[src/rtl/mdio_master_if.sv]
// rtl/mdio_master_if.sv - request/response bundle between a PHY management client and mdio_master
//
// Ports (signals):
//   req_valid/req_ready   request handshake, accepted on a clk edge with both high
//   req_op                0 = write, 1 = read
//   req_phy/req_reg       5-bit PHY and register addresses
//   req_wdata             16-bit write data
//   rsp_valid             one-cycle pulse at frame completion
//   rsp_rdata/rsp_err     read data and turnaround error, valid with rsp_valid
//   busy                  frame in progress
// Modports: master = requester (sequencer / CPU side), slave = mdio_master.

interface mdio_master_if;
    logic        req_valid;
    logic        req_ready;
    logic        req_op;
    logic [4:0]  req_phy;
    logic [4:0]  req_reg;
    logic [15:0] req_wdata;
    logic        rsp_valid;
    logic [15:0] rsp_rdata;
    logic        rsp_err;
    logic        busy;

    modport master (
        output req_valid, req_op, req_phy, req_reg, req_wdata,
        input  req_ready, rsp_valid, rsp_rdata, rsp_err, busy
    );

    modport slave (
        input  req_valid, req_op, req_phy, req_reg, req_wdata,
        output req_ready, rsp_valid, rsp_rdata, rsp_err, busy
    );
endinterface

[src/rtl/mdio_master.sv]
// rtl/mdio_master.sv - IEEE 802.3 Clause 22 MDIO management master, one frame per request
//
// Ports:
//   clk      system clock
//   rst      asynchronous reset, active-high
//   bus      mdio_master_if.slave: request/response handshake, busy
//   mdc      management clock, half-period CLK_DIV clk cycles, low when idle
//   mdio_o   MDIO output value
//   mdio_oe  MDIO output enable (1 = drive)
//   mdio_i   MDIO input, sampled on the clk edge where mdc rises
// Parameters:
//   CLK_DIV  mdc half-period in clk cycles (>= 1)
//   PRE_LEN  preamble length in bits (0..63, 0 = preamble suppressed)

module mdio_master #(
    parameter int CLK_DIV = 4,
    parameter int PRE_LEN = 32
) (
    input  logic            clk,
    input  logic            rst,
    mdio_master_if.slave    bus,
    output logic            mdc,
    output logic            mdio_o,
    output logic            mdio_oe,
    input  logic            mdio_i
);

    localparam int                DIV_W    = (CLK_DIV > 1) ? $clog2(CLK_DIV) : 1;
    localparam logic [DIV_W-1:0]  DIV_LAST = DIV_W'(CLK_DIV - 1);
    localparam logic [5:0]        PRE_LAST = 6'(PRE_LEN - 1);

    typedef enum logic [3:0] {
        S_IDLE, S_PRE, S_ST, S_OP, S_PHY, S_REG, S_TA, S_DATA, S_END
    } state_t;

    state_t             state_q, state_d;
    logic [5:0]         bit_cnt_q, bit_cnt_d;
    logic [DIV_W-1:0]   div_cnt_q, div_cnt_d;
    logic               mdc_q, mdc_d;
    logic               mdio_o_q, mdio_o_d;
    logic               mdio_oe_q, mdio_oe_d;
    logic               op_q, op_d;
    logic [4:0]         phy_q, phy_d;
    logic [4:0]         reg_q, reg_d;
    logic [15:0]        wdata_q, wdata_d;
    logic [15:0]        shift_q, shift_d;
    logic               ta_err_q, ta_err_d;
    logic               rsp_valid_q, rsp_valid_d;
    logic [15:0]        rsp_rdata_q, rsp_rdata_d;
    logic               rsp_err_q, rsp_err_d;

    // Bit count (minus one) of each field; the counter is reloaded with this
    // on entry to the field and counts down to zero, which doubles as the
    // MSB-first bit index.
    function automatic logic [5:0] field_last(state_t s);
        case (s)
            S_PRE:              return PRE_LAST;
            S_ST, S_OP, S_TA:   return 6'd1;
            S_PHY, S_REG:       return 6'd4;
            S_DATA:             return 6'd15;
            default:            return 6'd0;
        endcase
    endfunction

    function automatic state_t next_field(state_t s);
        case (s)
            S_PRE:   return S_ST;
            S_ST:    return S_OP;
            S_OP:    return S_PHY;
            S_PHY:   return S_REG;
            S_REG:   return S_TA;
            S_TA:    return S_DATA;
            S_DATA:  return S_END;
            default: return S_IDLE;
        endcase
    endfunction

    // {oe, o} for bit 'cnt' of field 's'. Released bits park mdio_o at 1.
    function automatic logic [1:0] bit_drive(state_t s, logic [5:0] cnt, logic op,
                                             logic [4:0] phy, logic [4:0] rg,
                                             logic [15:0] wd);
        logic [4:0]  phy_sh;
        logic [4:0]  reg_sh;
        logic [15:0] wd_sh;
        phy_sh = phy >> cnt;
        reg_sh = rg >> cnt;
        wd_sh  = wd >> cnt;
        case (s)
            S_PRE:   return 2'b11;
            S_ST:    return {1'b1, cnt == 6'd0};
            S_OP:    return {1'b1, op ? (cnt == 6'd1) : (cnt == 6'd0)};
            S_PHY:   return {1'b1, phy_sh[0]};
            S_REG:   return {1'b1, reg_sh[0]};
            S_TA:    return op ? 2'b01 : {1'b1, cnt == 6'd1};
            S_DATA:  return op ? 2'b01 : {1'b1, wd_sh[0]};
            default: return 2'b01;
        endcase
    endfunction

    always_comb begin
        state_d     = state_q;
        bit_cnt_d   = bit_cnt_q;
        div_cnt_d   = div_cnt_q;
        mdc_d       = mdc_q;
        mdio_o_d    = mdio_o_q;
        mdio_oe_d   = mdio_oe_q;
        op_d        = op_q;
        phy_d       = phy_q;
        reg_d       = reg_q;
        wdata_d     = wdata_q;
        shift_d     = shift_q;
        ta_err_d    = ta_err_q;
        rsp_valid_d = 1'b0;
        rsp_rdata_d = rsp_rdata_q;
        rsp_err_d   = rsp_err_q;

        if (state_q == S_IDLE) begin
            mdc_d = 1'b0;
            if (bus.req_valid) begin
                // The first bit starts on the accepting edge itself.
                op_d      = bus.req_op;
                phy_d     = bus.req_phy;
                reg_d     = bus.req_reg;
                wdata_d   = bus.req_wdata;
                shift_d   = 16'h0000;
                ta_err_d  = 1'b0;
                div_cnt_d = '0;
                state_d   = (PRE_LEN > 0) ? S_PRE : S_ST;
                bit_cnt_d = field_last(state_d);
                {mdio_oe_d, mdio_o_d} = bit_drive(state_d, bit_cnt_d, bus.req_op,
                                                  bus.req_phy, bus.req_reg, bus.req_wdata);
            end
        end else if (div_cnt_q != DIV_LAST) begin
            div_cnt_d = div_cnt_q + 1'b1;
        end else begin
            div_cnt_d = '0;
            if (!mdc_q) begin
                // Rising mdc: sample point for read turnaround and data.
                mdc_d = 1'b1;
                if (op_q && state_q == S_TA && bit_cnt_q == 6'd0) begin
                    ta_err_d = mdio_i;
                end
                if (op_q && state_q == S_DATA) begin
                    shift_d = {shift_q[14:0], mdio_i};
                end
            end else begin
                // Falling mdc: bit boundary.
                mdc_d = 1'b0;
                if (bit_cnt_q != 6'd0) begin
                    bit_cnt_d = bit_cnt_q - 6'd1;
                end else begin
                    state_d   = next_field(state_q);
                    bit_cnt_d = field_last(state_d);
                end
                if (state_d == S_IDLE) begin
                    mdio_oe_d   = 1'b0;
                    mdio_o_d    = 1'b1;
                    rsp_valid_d = 1'b1;
                    rsp_rdata_d = op_q ? shift_q : 16'h0000;
                    rsp_err_d   = op_q & ta_err_q;
                end else begin
                    {mdio_oe_d, mdio_o_d} = bit_drive(state_d, bit_cnt_d, op_q,
                                                      phy_q, reg_q, wdata_q);
                end
            end
        end
    end

    always_ff @(posedge clk or posedge rst) begin
        if (rst) begin
            state_q     <= S_IDLE;
            bit_cnt_q   <= 6'd0;
            div_cnt_q   <= '0;
            mdc_q       <= 1'b0;
            mdio_o_q    <= 1'b1;
            mdio_oe_q   <= 1'b0;
            op_q        <= 1'b0;
            phy_q       <= 5'd0;
            reg_q       <= 5'd0;
            wdata_q     <= 16'h0000;
            shift_q     <= 16'h0000;
            ta_err_q    <= 1'b0;
            rsp_valid_q <= 1'b0;
            rsp_rdata_q <= 16'h0000;
            rsp_err_q   <= 1'b0;
        end else begin
            state_q     <= state_d;
            bit_cnt_q   <= bit_cnt_d;
            div_cnt_q   <= div_cnt_d;
            mdc_q       <= mdc_d;
            mdio_o_q    <= mdio_o_d;
            mdio_oe_q   <= mdio_oe_d;
            op_q        <= op_d;
            phy_q       <= phy_d;
            reg_q       <= reg_d;
            wdata_q     <= wdata_d;
            shift_q     <= shift_d;
            ta_err_q    <= ta_err_d;
            rsp_valid_q <= rsp_valid_d;
            rsp_rdata_q <= rsp_rdata_d;
            rsp_err_q   <= rsp_err_d;
        end
    end

    assign bus.req_ready = (state_q == S_IDLE);
    assign bus.busy      = (state_q != S_IDLE);
    assign bus.rsp_valid = rsp_valid_q;
    assign bus.rsp_rdata = rsp_rdata_q;
    assign bus.rsp_err   = rsp_err_q;
    assign mdc           = mdc_q;
    assign mdio_o        = mdio_o_q;
    assign mdio_oe       = mdio_oe_q;

endmodule

[src/flat_wrapper.sv]
// flat-port wrapper written by rule: the top's interface ports become plain ports
module mdio_master_flat 
#(
    parameter int CLK_DIV = 4,
    parameter int PRE_LEN = 32
)
  (clk, rst, mdc, mdio_o, mdio_oe, mdio_i, bus_req_valid, bus_req_op, bus_req_phy, bus_req_reg, bus_req_wdata, bus_req_ready, bus_rsp_valid, bus_rsp_rdata, bus_rsp_err, bus_busy);
  mdio_master_if bus_i ();
  input  logic clk;
  input  logic rst;
  output logic mdc;
  output logic mdio_o;
  output logic mdio_oe;
  input  logic mdio_i;
  input wire logic [$bits(bus_i.req_valid)-1:0] bus_req_valid;
  input wire logic [$bits(bus_i.req_op)-1:0] bus_req_op;
  input wire logic [$bits(bus_i.req_phy)-1:0] bus_req_phy;
  input wire logic [$bits(bus_i.req_reg)-1:0] bus_req_reg;
  input wire logic [$bits(bus_i.req_wdata)-1:0] bus_req_wdata;
  output wire logic [$bits(bus_i.req_ready)-1:0] bus_req_ready;
  output wire logic [$bits(bus_i.rsp_valid)-1:0] bus_rsp_valid;
  output wire logic [$bits(bus_i.rsp_rdata)-1:0] bus_rsp_rdata;
  output wire logic [$bits(bus_i.rsp_err)-1:0] bus_rsp_err;
  output wire logic [$bits(bus_i.busy)-1:0] bus_busy;
  assign bus_i.req_valid = bus_req_valid;
  assign bus_i.req_op = bus_req_op;
  assign bus_i.req_phy = bus_req_phy;
  assign bus_i.req_reg = bus_req_reg;
  assign bus_i.req_wdata = bus_req_wdata;
  assign bus_req_ready = bus_i.req_ready;
  assign bus_rsp_valid = bus_i.rsp_valid;
  assign bus_rsp_rdata = bus_i.rsp_rdata;
  assign bus_rsp_err = bus_i.rsp_err;
  assign bus_busy = bus_i.busy;
  mdio_master #(.CLK_DIV(CLK_DIV), .PRE_LEN(PRE_LEN)) u_core (.clk(clk), .rst(rst), .bus(bus_i), .mdc(mdc), .mdio_o(mdio_o), .mdio_oe(mdio_oe), .mdio_i(mdio_i));
endmodule
[config.mk]
export PLATFORM = sky130hd
export DESIGN_NAME = mdio_master_flat
export DESIGN_NICKNAME = d
export VERILOG_FILES = /design/src/rtl/mdio_master_if.sv /design/src/rtl/mdio_master.sv /design/src/flat_wrapper.sv
export SDC_FILE = /design/constraint.sdc
export NUM_CORES = 1
export LEC_CHECK = 0
export ABC_AREA = 1
export CORE_ASPECT_RATIO = 1.75
export CORE_MARGIN = 2
export CORE_UTILIZATION = 55
export CTS_CLUSTER_DIAMETER = 200
export DETAILED_ROUTE_END_ITERATION = 12
export GPL_TIMING_DRIVEN = 0
export PLACE_DENSITY_LB_ADDON = 0.2
export SYNTH_ARGS = -nofsm -noshare
export SYNTH_HDL_FRONTEND = slang
export SYNTH_SLANG_ARGS = --single-unit
[constraint.sdc]
create_clock -name clk -period 2.9 [get_ports clk]
set_input_delay 0.29 -clock clk [delete_from_list [all_inputs] [get_ports clk]]
set_output_delay 0.29 -clock clk [all_outputs]
set_load 0.02 [all_outputs]
==> After elaboration in Yosys (flattened, before gate mapping) <==
Cells that the tools add are included.
{ "word_totals": {"in_bits": 31, "out_inout_bits": 23, "word_cells": 124, "reg_bits": 77} }
{ "op_classes": {"bitwise": 3, "reduce_logical": 19, "shifts": 3, "eq_ne": 26, "add_sub_neg": 2, "muxes": 56} }
{ "op_table": {"columns": ["operator", "n"], "rows": [
  ["2-to-1 mux 16 bit", 6],
  ["== test 4 x 3 -> 1 bit, second input constant", 12],
  ["2-to-1 mux 4 bit", 12],
  ["2-to-1 mux 6 bit", 8],
  ["case mux 4 bit (7 select lines)", 1],
  ["== test 4 x 2 -> 1 bit, second input constant", 6],
  ["2-to-1 mux 1 bit", 22],
  ["case mux 5 bit (4 select lines)", 1],
  ["right shift 16 x 6 -> 1 bit", 1],
  ["case mux 2 bit (7 select lines)", 1],
  ["== test 4 x 1 -> 1 bit, second input constant", 3],
  ["logical NOT 6 bit", 2],
  ["AND reduction 4 bit", 3],
  ["right shift 5 x 6 -> 1 bit", 2],
  ["2-to-1 mux 2 bit", 5],
  ["logical NOT 4 bit", 2],
  ["inequality test 2 bit, second input constant", 4],
  ["== test 6 x 1 -> 1 bit, second input constant", 1],
  ["nonzero test 2 bit", 3],
  ["nonzero test 6 bit", 1],
  ["subtractor 6 x 1 -> 6 bit, second input constant", 1],
  ["nonzero test 4 bit", 1],
  ["logical AND 1 bit", 3],
  ["AND reduction 3 bit", 1],
  ["6 further kinds", 7]
]} }

==> Longest topological paths before layout <==
Gate-level depths: netlist (run 1).
{ "depth": {"word_depth": 20, "depth_mapped": 17} }

==> Worst setup path before layout (run 1) <==
Ideal clock, no wire load.
{ "synth_path": {"kind": "reg-to-reg", "from": "register u_core.bit_cnt_q[0]", "to": "register u_core.mdio_o_q (netlist: u_core.mdio_o)", "required_ps": 2824, "t_arrival_ps": 1950, "setup_time_ps": 76, "path_buffers": 1, "stages_incl_launch_ff": 18, "slack_ps": 874, "period_less_slack_ps": 2026, "cell_sequence": "dfrtp_1 > clkinv_1 > ha_1 > nand3_2 > buf_6 > nand2_1 > nand2_2 > nand2_4 > nor2_4 > nand2_2 > nand3_1 > nand2_1 > nor2_1 > nand2_1 > nand2_1 > nand2_1 > nor2_1 > nor2_1"} }
{ "synth_via": {"elab_chain_len": 12, "elab_cells_between_ends": 31, "cone_classes": "add/sub (1); eq/ne (8); shift (3); mux (16); reduce/logical (3)"} }
{ "synth_lines": {"columns": ["element", "line_no", "text"], "rows": [
  ["from (decl)", "mdio_master.sv:37", "logic [5:0] bit_cnt_q, bit_cnt_d;"],
  ["from (signal assigned)", "mdio_master.sv:188", "bit_cnt_q <= bit_cnt_d;"],
  ["subtractor 6 x 1 -> 6 bit / nonzero test 6 bit (equally long branches)", "mdio_master.sv:150, mdio_master.sv:149", null],
  ["2-to-1 mux 6 bit", "mdio_master.sv:149", "if (bit_cnt_q != 6'd0) begin"],
  ["2-to-1 mux 6 bit", "mdio_master.sv:137", "if (!mdc_q) begin"],
  ["2-to-1 mux 6 bit", "mdio_master.sv:133", "end else if (div_cnt_q != DIV_LAST) begin"],
  ["2-to-1 mux 6 bit", "mdio_master.sv:117", "if (state_q == S_IDLE) begin"],
  ["right shift 16 x 6 -> 1 bit, or another cell as far along", "mdio_master.sv:87", "wd_sh = wd >> cnt;"],
  ["2-to-1 mux 2 bit, or another cell as far along", "mdio_master.sv:95", "S_DATA: return op ? 2'b01 : {1'b1, wd_sh[0]};"],
  ["case mux 2 bit (7 select lines)", "mdio_master.sv:88", "case (s)"],
  ["2-to-1 mux 1 bit *", "mdio_master.sv:155", "if (state_d == S_IDLE) begin"],
  ["2-to-1 mux 1 bit *", "mdio_master.sv:137", null],
  ["2-to-1 mux 1 bit *", "mdio_master.sv:133", null],
  ["2-to-1 mux 1 bit *", "mdio_master.sv:117", null],
  ["to (signal assigned)", "mdio_master.sv:191", "mdio_o_q <= mdio_o_d;"],
  ["to (decl)", "mdio_master.sv:40", "logic mdio_o_q, mdio_o_d;"]
]} }
Every way passes the cells marked *; elsewhere a longest branch is shown, timed or not. The select of a mux whose other input is x is not followed.
A chain may end at the register's enable or synchronous reset.

==> Worst setup path after layout (run 1) <==
{ "layout_path": {"from": "register u_core.state_q[0]", "to": "output port bus_busy"} }
{ "layout_via": {"elab_chain_len": 1} }
{ "layout_lines": {"columns": ["element", "line_no", "text"], "rows": [
  ["from (decl)", "mdio_master.sv:36", "state_t state_q, state_d;"],
  ["from (signal assigned)", "mdio_master.sv:187", "state_q <= state_d;"],
  ["nonzero test 4 bit", "mdio_master.sv:206", "assign bus.busy = (state_q != S_IDLE);"],
  ["to (decl)", "flat_wrapper.sv:24", "output wire logic [$bits(bus_i.busy)-1:0] bus_busy;"]
]} }
Every way passes these cells.

==> results of run 1 <==
-- path summary, 6_finish.rpt --
kind | start | to | slack [ns]
setup / recovery | u_core.state_q[0] | bus_busy | 0.48
hold / removal | rst | u_core.wdata_q[13] | 0.29
setup reg to reg | u_core.state_q[2] | u_core.shift_q[8] | 0.50
hold reg to reg | u_core.wdata_q[9] | u_core.wdata_q[9] | 0.47
max in group asynchronous | rst | u_core.bit_cnt_q[5] | 2.06
min in group clk | u_core.wdata_q[9] | u_core.wdata_q[9] | 0.47
-- metrics by stage --
stage	total power, mW	utilization [%]	hold slack [ns]	setup slack (ns)	std cells
2_1_floorplan	1.369	-	0.4066	0.6450	494
4_1_cts	2.484	70.53	0.2884	0.4814	647
3_3_place_gp	1.472	66.30	0.4452	-0.5574	631
3_5_place_dp	1.485	66.73	0.4541	0.4891	632
5_1_grt	2.574	70.53	0.3174	0.2334	647
6_report	2.469	70.53	0.2872	0.4807	647
-- cell families after synthesis --
kind of cell / after synthesis / synth area share (%)
AND/OR/NAND/NOR: 271 / 31.81
AO/OA/AOI/OAI: 78 / 11.20
buffers and inverters: 65 / 6.816
flip-flops: 77 / 49.31
adder cells (fa/ha/maj): 2 / 0.6399
XOR/XNOR: 1 / 0.2240
-- power groups by stage --
stage	combinational, mW	clock, mW	sequential, mW
2_1_floorplan	0.196	0	1.17
3_3_place_gp	0.300	0	1.17
3_5_place_dp	0.311	0	1.17
4_1_cts	0.314	1.01	1.16
5_1_grt	0.349	1.06	1.16
6_report	0.311	1.00	1.16
-- area by class of cell --
| type | instances | area, um^2 |
|---|---|---|
| clock inverter | 2 | 10.01 |
| fill | 580 | 2021 |
| tap | 84 | 105.1 |
| sequential | 77 | 1928 |
| clock buffer | 13 | 250.2 |
| buffer | 17 | 86.33 |
| inverter | 48 | 182.7 |
| timing repair buffer | 54 | 558.0 |
| multi-input combinational | 352 | 1715 |
-- layout by cell type, fill, tap and decap left out, drive strengths merged --
| master | Yosys | final |
|---|---|---|
| nand2 | 183 | 183 |
| dfrtp | 76 | 76 |
| o21ai | 61 | 61 |
| clkdlybuf4s50 | 0 | 53 |
| nand3 | 52 | 52 |
| inv | 47 | 47 |
| nor2 | 29 | 29 |
| clkbuf | 14 | 27 |
| a21oi | 5 | 5 |
| nand3b | 4 | 4 |
| buf | 3 | 4 |
| o22ai | 3 | 3 |
| o211ai | 3 | 3 |
| o21bai | 3 | 3 |
| clkinv | 1 | 3 |
| nand4 | 2 | 2 |
| ha | 2 | 2 |
| nor3 | 1 | 1 |
| a22oi | 1 | 1 |
| xnor2 | 1 | 1 |
| o31ai | 1 | 1 |
| a31oi | 1 | 1 |
| dfstp | 1 | 1 |
-- sequential cells by signal, indices dropped and copies added, names as in the netlist --
register              count
u_core.phy_q              5
u_core.shift_q           16
u_core.bit_cnt_q          6
u_core.bus.rsp_err        1
u_core.bus.rsp_valid      1
u_core.ta_err_q           1
u_core.wdata_q           16
u_core.mdc                1
u_core.state_q            4
u_core.mdio_o             1
u_core.op_q               1
u_core.div_cnt_q          2
u_core.bus.rsp_rdata     16
u_core.mdio_oe            1
u_core.reg_q              5
-- worst max-delay path, stage by stage, from the launching register on --
cell	delay [ns]
sky130_fd_sc_hd__dfrtp_1	0.44
sky130_fd_sc_hd__inv_2	0.06
sky130_fd_sc_hd__nand2_1	0.10
sky130_fd_sc_hd__inv_2	0.05
sky130_fd_sc_hd__nand2_4	0.08
sky130_fd_sc_hd__clkbuf_1	0.37
sky130_fd_sc_hd__clkdlybuf4s50_1	0.69
-- per-layer routing --
| layer | vias to the layer above | track usage, % |
|---|---|---|
| met3 | 33 | 5.243 |
| li1 | 1715 | - |
| met4 | 0 | 16.46 |
| met2 | 96 | 46.47 |
| met5 | - | 0 |
| met1 | 1638 | 25.47 |
==> results.rst, run 1 <==
.. list-table::
   :header-rows: 1

   * - Metric
     - Value
   * - Seq pwr share
     - 46.8%
   * - Max VDD drop
     - 0.3926 mV
   * - Fraction of power spent switching nets
     - 25.34%
   * - Warnings from Yosys
     - 0
   * - H-tree Lvls
     - 3
   * - Max-Cap Viols
     - 0
   * - Ant diodes
     - 0
   * - Effective utilization at floorplan
     - 57.03%
   * - Number of antenna violations at the first check in global routing
     - 0
   * - Category of the worst setup path capture point
     - output pin
   * - Dominant register cell in the synthesized netlist
     - sky130_fd_sc_hd__dfrtp_1
   * - DR pass1 iterations
     - 4
   * - Post-placement cell area
     - 4576 um^2
   * - Maximum fanout count along the critical path
     - 10
   * - Gr usage total
     - 25.67%
   * - Detail-routed via count per cell
     - 5.382
   * - Leak Pwr
     - 2.374 nW
   * - Net switching power of the design
     - 0.6258 mW
   * - Clock skew after layout
     - 0.006163 ns
   * - Gate power share
     - 12.6%
   * - Post-cts sizing count
     - 0
   * - TritonCTS clock tree
     - done
   * - Inserted Clock Buffers
     - 9
   * - TritonCTS Sinks
     - 77
   * - Crit Path Class
     - flip-flop to output pin
   * - Number of port buffers
     - 53
   * - Clock share of power
     - 40.6%
   * - Number of nets in the layout
     - 592
   * - Clock network latency to the later pin of the worst-skew pair
     - 0.34 ns
   * - Routed metal-1 wirelength
     - 3062 um
   * - WL per Instance
     - 13.82 um
   * - Number of setup buffers added after CTS
     - 0
   * - Area inside the core boundary
     - 6857 um^2
   * - Residual antenna-violating net count after detailed routing
     - 0
   * - Met3 routed wirelength
     - 344 um
   * - Fraction of registers with async set or reset after synthesis
     - 100.0%
   * - # setup viols final
     - 0
   * - Cell taking the most area after synthesis
     - sky130_fd_sc_hd__dfrtp_1
   * - Yosys reg bits
     - 77
   * - Area of all placed cells without fillers
     - 4836 um^2
   * - Mean cell area of the mapped netlist
     - 7.915 um^2
   * - Pwr Density
     - 510.6 nW/um^2
   * - X dimension of the die
     - 67.74 um
   * - Total via count in the routed design
     - 3482
   * - Final min period
     - 2.419 ns
   * - Uppermost routed layer
     - met4
   * - Routability congestion estimate
     - 0.8898
   * - Wire length of the first global-routing pass
     - 14860 um
   * - Number of global-route vias before repair
     - 3373
   * - Most used standard cell by instance count after synthesis
     - sky130_fd_sc_hd__nand2_1
   * - Share of final-layout standard cells stronger than drive strength 1
     - 8.703%
   * - Synth cell types
     - 32
   * - Outcome
     - finished clean
   * - Nature of the critical path startpoint
     - flip-flop
   * - Unrepaired setup endpoints after global routing
     - false
   * - Synthesized netlist cell count
     - 494
   * - Cell area after synthesis
     - 3910 um^2
   * - Required time at the endpoint of the critical path
     - 2.61 ns
   * - Post-synth top area share
     - 48.64%
   * - Number of placement rows
     - 40
   * - Length in cells of the worst reg-to-reg path
     - 9
   * - Internal power component
     - 1.844 mW
   * - Full die area
     - 7826 um^2
   * - Final setup TNS
     - 0 ns
   * - Data arrival at the endpoint of the critical path
     - 2.13 ns
   * - Clock edge transition at the registers on the reported setup and hold paths
     - 0.06 ns
   * - Worst-case headroom to the max-slew limit
     - 61.48%
   * - Max-slew violation count
     - 0
   * - Commonest cells in the netlist
     - sky130_fd_sc_hd__nand2_1 (169), sky130_fd_sc_hd__dfrtp_1 (76), sky130_fd_sc_hd__o21ai_0 (59)
   * - Top achievable clock speed
     - 413.3 MHz
   * - First-iteration detailed-routing DRC count
     - 263
   * - Type of the tightest min-delay check
     - primary input to async pin
   * - DPL Wire Length
     - 6853 um
   * - Largest buffer count on any clock path
     - 2
   * - Main area contributors after synthesis
     - sky130_fd_sc_hd__dfrtp_1 (49%), sky130_fd_sc_hd__nand2_1 (16%), sky130_fd_sc_hd__o21ai_0 (7.6%)
   * - Hold Buf Count CTS
     - 0
   * - Leftover overflow at the end of global routing
     - 0
   * - Clock Tree Root
     - sky130_fd_sc_hd__clkbuf_16
   * - Actual slew at the worst max-slew pin
     - 0.5757 ns
   * - Final hold vios
     - 0
   * - Period utilisation layout
     - 83.42%
   * - Wire length on met2
     - 5102 um
   * - Overall die height
     - 115.5 um
   * - Drt drc
     - 0
   * - Synthesized netlist net count
     - 527
   * - Drt total wl
     - 8944 um
   * - Pin count of the biggest net entering global routing
     - 51
   * - Share of synthesized area occupied by flip-flops and latches
     - 49.31%
   * - Number of top-level pins
     - 54
   * - Post-synth EDFFs
     - 0
   * - Area growth, synth to finish
     - 23.68%
No activity file was read; power rests on OpenSTA's default activity.
==> run 2: changes to the inputs <==
==> constraint.sdc (replaced) <==
create_clock -name clk -period 2.4 [get_ports clk]
set_input_delay 0.24 -clock clk [delete_from_list [all_inputs] [get_ports clk]]
set_output_delay 0.24 -clock clk [all_outputs]
set_load 0.02 [all_outputs]
==> run 2 against run 1 <==
Highest routed layer unchanged. Clock power increased by 21%. First-iteration DRC count increased by 11%. Largest power group unchanged. Via count increased by 0.83%. Core utilization increased by 0.69 points. Critical path depth increased by 9.
==> results.rst, run 2 (synthesis results as in run 1) <==
.. list-table::
   :header-rows: 1

   * - Metric
     - Value
   * - Outcome
     - finished clean
   * - Clock Tree Root
     - sky130_fd_sc_hd__clkbuf_16
   * - Data arrival at the endpoint of the critical path
     - 2.50 ns (+0.37 ns)
   * - DPL Wire Length
     - 6853 um (unchanged)
   * - Combined buffer and inverter count along the critical path
     - 4 (unchanged)
   * - Maximum single-stage delay on the critical path
     - 0.40 ns (-0.29 ns)
   * - DR pass1 iterations
     - 4 (unchanged)
   * - Ant diodes
     - 0 (unchanged)
   * - TritonCTS Sinks
     - 77 (unchanged)
   * - Number of placement rows
     - 40 (unchanged)
   * - Filler-free cell count of the finished design
     - 651 (+0.62%)
   * - Largest buffer count on any clock path
     - 2 (unchanged)
   * - Unrepaired setup endpoints after global routing
     - false
   * - Top achievable clock speed
     - 449.6 MHz
   * - H-tree Lvls
     - 3 (unchanged)
   * - Effective utilization at floorplan
     - 57.03% (unchanged)
   * - # setup viols final
     - 0 (unchanged)
   * - Actual slew at the worst max-slew pin
     - 0.5337 ns (-0.04199 ns)
   * - Drt total wl
     - 9021 um (+0.86%)
   * - Share of final-layout standard cells stronger than drive strength 1
     - 10.23% (+1.5 points)
   * - Overall die height
     - 115.5 um (unchanged)
   * - Final min period
     - 2.224 ns
   * - Crit Path Class
     - flip-flop to flip-flop
   * - Post-placement cell area
     - 4576 um^2 (unchanged)
   * - Area used by multi-input combinational logic
     - 1728 um^2 (+0.73%)
   * - Wire length of the first global-routing pass
     - 14860 um (unchanged)
   * - Number of antenna violations at the first check in global routing
     - 0 (unchanged)
   * - Commonest non-fill, non-tap cell in the layout
     - sky130_fd_sc_hd__nand2_1
   * - Clock skew after layout
     - 0.005831 ns (-0.0003322 ns)
   * - Number of port buffers
     - 53 (unchanged)
   * - Routability congestion estimate
     - 0.8898 (unchanged)
   * - Worst-case headroom to the max-slew limit
     - 64.42% (+2.9 points)
   * - Worst slack at placement
     - 0.03913 ns (-0.4500 ns)
   * - Number of top-level pins
     - 54 (unchanged)
   * - Maximum fanout count along the critical path
     - 10 (unchanged)
   * - Max-slew violation count
     - 0 (unchanged)
   * - X dimension of the die
     - 67.74 um (unchanged)
   * - Max VDD drop
     - 0.4679 mV (+19%)
   * - Clock network latency to the later pin of the worst-skew pair
     - 0.34 ns (about the same)
   * - Worst setup margin
     - 0.1756 ns (-0.3051 ns)
   * - Commonest cells after routing, fill and taps aside
     - sky130_fd_sc_hd__nand2_1 (169), sky130_fd_sc_hd__dfrtp_1 (76), sky130_fd_sc_hd__o21ai_0 (59)
   * - Required time at the endpoint of the critical path
     - 2.68 ns (+0.07 ns)
   * - Drt drc
     - 0 (unchanged)
   * - Hold Buf Count CTS
     - 0 (unchanged)
   * - FILL cells
     - 576 (-0.69%)
   * - Nature of the critical path startpoint
     - flip-flop
   * - Area of all placed cells without fillers
     - 4883 um^2 (+0.98%)
   * - Full die area
     - 7826 um^2 (unchanged)
   * - Total via count in the routed design
     - 3511 (+0.83%)
   * - Gr usage total
     - 25.67% (unchanged)
   * - Type of the tightest min-delay check
     - primary input to async pin
   * - Category of the worst setup path capture point
     - flip-flop
   * - Number of global-route vias before repair
     - 3373 (unchanged)
   * - Pwr Density
     - 611.5 nW/um^2 (+20%)
   * - Register area
     - 1928 um^2 (unchanged)
   * - Leak Pwr
     - 2.392 nW (+0.76%)
   * - Overall power of the completed layout
     - 2.986 mW (+21%)
   * - Worst hold slack
     - 0.2392 ns (-0.04804 ns)
   * - Placed cells
     - 632 (unchanged)
   * - Period utilisation layout
     - 92.68%
   * - Detail-routed via count per cell
     - 5.393 (+0.21%)
   * - Number of nets in the layout
     - 596 (+0.68%)
   * - Final hold vios
     - 0 (unchanged)
   * - Residual antenna-violating net count after detailed routing
     - 0 (unchanged)
   * - Clock edge transition at the registers on the reported setup and hold paths
     - 0.06 ns (about the same)
   * - Final setup TNS
     - 0 ns (unchanged)
   * - Slowest library cell on the worst path
     - sky130_fd_sc_hd__dfrtp_1
   * - Area growth, synth to finish
     - 24.90%
   * - First-iteration detailed-routing DRC count
     - 292 (+11%)
   * - Most frequent CP cell
     - sky130_fd_sc_hd__nand2_1
   * - Family of cells with the greatest summed delay on the critical path
     - simple AND/OR/NAND/NOR gates
   * - WL per Instance
     - 13.86 um (+0.24%)
   * - Leftover overflow at the end of global routing
     - 0 (unchanged)
   * - TritonCTS clock tree
     - done
   * - Critical path cell sequence
     - clkinvlp_4, ha_2, nand3_2, buf_6, o21bai_4, inv_1, nor2_2, nand3_1, nand2_1, inv_1, nand2_1, nand2_1, a21oi_1, nor2_1, nor2_1
   * - Area inside the core boundary
     - 6857 um^2 (unchanged)
   * - Max-Cap Viols
     - 0 (unchanged)
   * - Pin count of the biggest net entering global routing
     - 51 (unchanged)
   * - Core occupancy in the finished layout
     - 71.22% (+0.69 points)
   * - Inserted Clock Buffers
     - 9 (unchanged)
-- run 2: cell type report --
type,count,area share (%)
multi-input cells,352,35.38
repair buffers,58,12.04
inverters,48,3.818
plain buffers,17,1.793
clock buffers,13,5.124
well taps,84,2.152
flip-flops and latches,77,39.48
clock inverters,2,0.2050
-- run 2: worst paths after layout --
kind                            slack [ns]             endpoint  depth (start not counted)                start
worst max register to register        0.18        u_core.mdio_o                         15  u_core.bit_cnt_q[0]
min in group clk                      0.44      u_core.phy_q[4]                          3       bus_req_phy[4]
worst min-delay path                  0.24      u_core.phy_q[1]                          2                  rst
worst min register to register        0.47    u_core.wdata_q[9]                          2    u_core.wdata_q[9]
worst max-delay path                  0.18        u_core.mdio_o                         15  u_core.bit_cnt_q[0]
max in group asynchronous             1.60  u_core.bit_cnt_q[5]                          3                  rst
-- run 2: timing repair --
item                                    4_1_cts  5_1_grt
gates resized for setup                       0        7
setup buffers                                 0        4
endpoints found under the setup margin        0       28
-- run 2: where the power goes --
group | switching, mW | internal [mW] | leakage [nW]
logic | 0.230 | 0.151 | 1.28
clock network | 0.489 | 0.719 | 0.129
registers | 0.0374 | 1.36 | 0.983
-- run 2: metal layers --
| layer | up-vias | routed length [um] | GRT usage, % |
|---|---|---|---|
| met1 | 1657 | 3128 | 25.47 |
| met2 | 94 | 5108 | 46.47 |
| li1 | 1725 | - | - |
| met5 | - | 0 | 0 |
| met3 | 35 | 330 | 5.243 |
| met4 | 0 | 454 | 16.46 |
-- run 2: worst reg2reg max path: cells and delay by family (launching register included) --
family                   cells  cell delay, ns
AO/OA/AOI/OAI                2            0.38
adder cells (fa/ha/maj)      1            0.23
buffers and inverters        4            0.44
flip-flops                   1            0.40
AND/OR/NAND/NOR              8            0.71
==> run 3: changes to the inputs <==
--- a/config.mk
+++ b/config.mk
@@ -8,7 +8,7 @@
 export ABC_AREA = 1
 export CORE_ASPECT_RATIO = 1.75
 export CORE_MARGIN = 2
-export CORE_UTILIZATION = 55
+export CORE_UTILIZATION = 25
 export CTS_CLUSTER_DIAMETER = 200
 export DETAILED_ROUTE_END_ITERATION = 12
 export GPL_TIMING_DRIVEN = 0
==> run 3 against run 2 <==
Sequential power barely moved. Global-route usage shrank 13 points. Total power is 6.6% higher. Largest power group unchanged. Non-clock buffer count shrank 1. Hold slack got worse by 0.011 ns. Combinational power rose by 1%. Critical endpoint unchanged. Wire length rose by 14%.
==> results.rst, run 3 (synthesis results as in run 1) <==
.. list-table::
   :header-rows: 1

   * - Metric
     - Value
   * - Length in cells of the worst reg-to-reg path
     - 17 (+2)
   * - Max VDD drop
     - 0.3162 mV (-32%)
   * - TritonCTS Sinks
     - 77 (unchanged)
   * - Leak Pwr
     - 2.408 nW (+0.65%)
   * - Routability congestion estimate
     - 0.8464 (-4.9%)
   * - Final min period
     - 2.261 ns (+0.03658 ns)
   * - Gr usage total
     - 12.92% (-13 points)
   * - Effective utilization at floorplan
     - 25.53% (-31 points)
   * - Worst slack at placement
     - -0.1583 ns (-0.1974 ns)
   * - Nature of the critical path startpoint
     - flip-flop
   * - Drt total wl
     - 10270 um (+14%)
   * - Actual slew at the worst max-slew pin
     - 0.4905 ns (-0.04319 ns)
   * - Worst reg2reg setup slack
     - 0.14 ns (-0.04 ns)
   * - Number of placement rows
     - 60 (+50%)
   * - Clock skew after layout
     - 0.009591 ns (+0.003760 ns)
   * - Number of top-level pins
     - 54 (unchanged)
   * - Data arrival at the endpoint of the critical path
     - 2.54 ns (+0.04 ns)
   * - Worst setup margin
     - 0.1390 ns (-0.03658 ns)
   * - First-iteration detailed-routing DRC count
     - 109 (-63%)
   * - Final setup TNS
     - 0 ns (unchanged)
   * - Critical path cell sequence
     - clkinvlp_4, ha_2, nand3_2, buf_6, nand2_1, nand2_2, nand2_4, nor2_4, nand2_2, nand3_1, nand2_1, nor2_1, nand2_1, nand2_1, nand2_1, nor2_1, nor2_1
   * - # setup viols final
     - 0 (unchanged)
   * - Drt drc
     - 0 (unchanged)
   * - Required time at the endpoint of the critical path
     - 2.67 ns (about the same)
   * - Hold Buf Count CTS
     - 0 (unchanged)
   * - Max-slew violation count
     - 0 (unchanged)
   * - Category of the worst setup path capture point
     - flip-flop
   * - TritonCTS clock tree
     - done
   * - Area inside the core boundary
     - 15310 um^2 (+120%)
   * - Number of nets in the layout
     - 595 (-0.17%)
   * - X dimension of the die
     - 98.54 um (+45%)
   * - Commonest non-fill, non-tap cell in the layout
     - sky130_fd_sc_hd__nand2_1
   * - Wire length of the first global-routing pass
     - 17240 um (+16%)
   * - H-tree Lvls
     - 3 (unchanged)
   * - Max-Cap Viols
     - 0 (unchanged)
   * - Area growth, synth to finish
     - 29.76%
   * - Commonest cells after routing, fill and taps aside
     - sky130_fd_sc_hd__nand2_1 (169), sky130_fd_sc_hd__dfrtp_1 (76), sky130_fd_sc_hd__o21ai_0 (59)
   * - Clock edge transition at the registers on the reported setup and hold paths
     - 0.06 ns (about the same)
   * - Crit Path Class
     - flip-flop to flip-flop
   * - Family of cells with the greatest summed delay on the critical path
     - simple AND/OR/NAND/NOR gates
   * - Maximum fanout count along the critical path
     - 10 (unchanged)
   * - Pwr Density
     - 627.3 nW/um^2 (+2.6%)
   * - Unrepaired setup endpoints after global routing
     - true
   * - Capture point of the worst reg-to-reg path
     - u_core.mdio_o
   * - Inserted Clock Buffers
     - 9 (unchanged)
   * - Pin count of the biggest net entering global routing
     - 56 (+9.8%)
   * - Residual antenna-violating net count after detailed routing
     - 0 (unchanged)
   * - Leftover overflow at the end of global routing
     - 0 (unchanged)
   * - Detail-routed via count per cell
     - 4.629 (-14%)
   * - Overall die height
     - 169.4 um (+47%)
   * - Outcome
     - finished clean
   * - Type of the tightest min-delay check
     - primary input to async pin
   * - Clock network latency to the later pin of the worst-skew pair
     - 0.34 ns (about the same)
   * - Maximum single-stage delay on the critical path
     - 0.40 ns (about the same)
   * - Top achievable clock speed
     - 442.3 MHz (-1.6%)
   * - Share of final-layout standard cells stronger than drive strength 1
     - 10.58% (+0.35 points)
   * - Slowest library cell on the worst path
     - sky130_fd_sc_hd__dfrtp_1
   * - Number of antenna violations at the first check in global routing
     - 0 (unchanged)
   * - WL per Instance
     - 13.64 um (-1.5%)
   * - Total via count in the routed design
     - 3486 (-0.71%)
   * - Full die area
     - 16700 um^2 (+110%)
   * - Final hold vios
     - 0 (unchanged)
   * - Number of port buffers
     - 53 (unchanged)
   * - DPL Wire Length
     - 7765 um (+13%)
   * - Most frequent CP cell
     - sky130_fd_sc_hd__nand2_1
   * - Clock Tree Root
     - sky130_fd_sc_hd__clkbuf_16
   * - Worst-case headroom to the max-slew limit
     - 67.30% (+2.9 points)
   * - Largest buffer count on any clock path
     - 2 (unchanged)
   * - Startpoint of the worst-slack reg-to-reg timing path
     - u_core.bit_cnt_q[0]
   * - DR pass1 iterations
     - 5 (+1)
   * - Ant diodes
     - 0 (unchanged)
   * - Combined buffer and inverter count along the critical path
     - 2 (-2)
   * - Number of global-route vias before repair
     - 3622 (+7.4%)
   * - Period utilisation layout
     - 94.21% (+1.5 points)
## run 3: cell type report
class / instances / area (um^2)
Tap cell: 186 / 232.7
Timing Repair Buffer: 58 / 600.6
Sequential cell: 77 / 1928
Multi-Input combinational cell: 352 / 1733
Fill cell: 1702 / 10240
Clock inverter: 6 / 71.32
Clock buffer: 10 / 239.0
Buffer: 16 / 82.58
Inverter: 48 / 186.4
## run 3: how the worst max path moves through the flow
stage	from	endpoint	slack, ns	cells after the start
after floorplan	rst	u_core.bit_cnt_q[0]	0.19	1
after global placement	rst	u_core.reg_q[1]	-1.22	2
after detailed placement	bus_req_valid	u_core.shift_q[11]	-0.16	9
after CTS	u_core.bit_cnt_q[0]	u_core.mdio_o	0.0005	17
after global routing	u_core.bit_cnt_q[0]	u_core.mdio_o	-0.07	17
final	u_core.bit_cnt_q[0]	u_core.mdio_o	0.14	17
## run 3: power breakdown
group | switching, mW | internal, mW | leakage (nW) | total, mW
combinational | 0.235 | 0.151 | 1.28 | 0.386
sequential | 0.0369 | 1.36 | 0.983 | 1.40
clock | 0.561 | 0.840 | 0.145 | 1.40
## run 3: per-stage QoR
step | instances | util [%] | cell area [um^2] | hold WS (ns) | power (mW)
final | 753 | 33.13 | 5074 | 0.2279 | 3.183
after floorplan | 494 | - | 3910 | 0.3566 | 1.654
after detailed placement | 734 | 30.71 | 4703 | 0.4575 | 1.806
after global routing | 753 | 33.13 | 5074 | 0.2522 | 3.338
after global placement | 733 | 30.51 | 4673 | 0.4465 | 1.791
after CTS | 749 | 32.75 | 5015 | 0.2390 | 3.225
## run 3: what timing repair did
action                                 4_1_cts  5_1_grt
cloned                                       0        0
endpoints found under the hold margin        0        0
buffers inserted                             0        4
resized for setup                            2        3
setup endpoints to repair                   18       28
pin swaps                                    0        1
## run 3: worst register-to-register path, cell delays in order (launching register included)
cell	delay, ns
sky130_fd_sc_hd__dfrtp_1	0.40
sky130_fd_sc_hd__clkinvlp_4	0.13
sky130_fd_sc_hd__ha_2	0.23
sky130_fd_sc_hd__nand3_2	0.11
sky130_fd_sc_hd__buf_6	0.17
sky130_fd_sc_hd__nand2_1	0.13
sky130_fd_sc_hd__nand2_2	0.13
sky130_fd_sc_hd__nand2_4	0.09
sky130_fd_sc_hd__nor2_4	0.18
sky130_fd_sc_hd__nand2_2	0.06
sky130_fd_sc_hd__nand3_1	0.08
sky130_fd_sc_hd__nand2_1	0.05
sky130_fd_sc_hd__nor2_1	0.10
sky130_fd_sc_hd__nand2_1	0.06
sky130_fd_sc_hd__nand2_1	0.06
sky130_fd_sc_hd__nand2_1	0.05
sky130_fd_sc_hd__nor2_1	0.13
sky130_fd_sc_hd__nor2_1	0.05
## run 3: routing by layer
layer | wire length (um) | vias to the layer above | GRT usage, %
li1 | - | 1725 | -
met1 | 3980 | 1673 | 13.46
met2 | 5784 | 73 | 24.90
met3 | 303 | 15 | 2.142
met4 | 206 | 0 | 5.658
met5 | 0 | - | 0
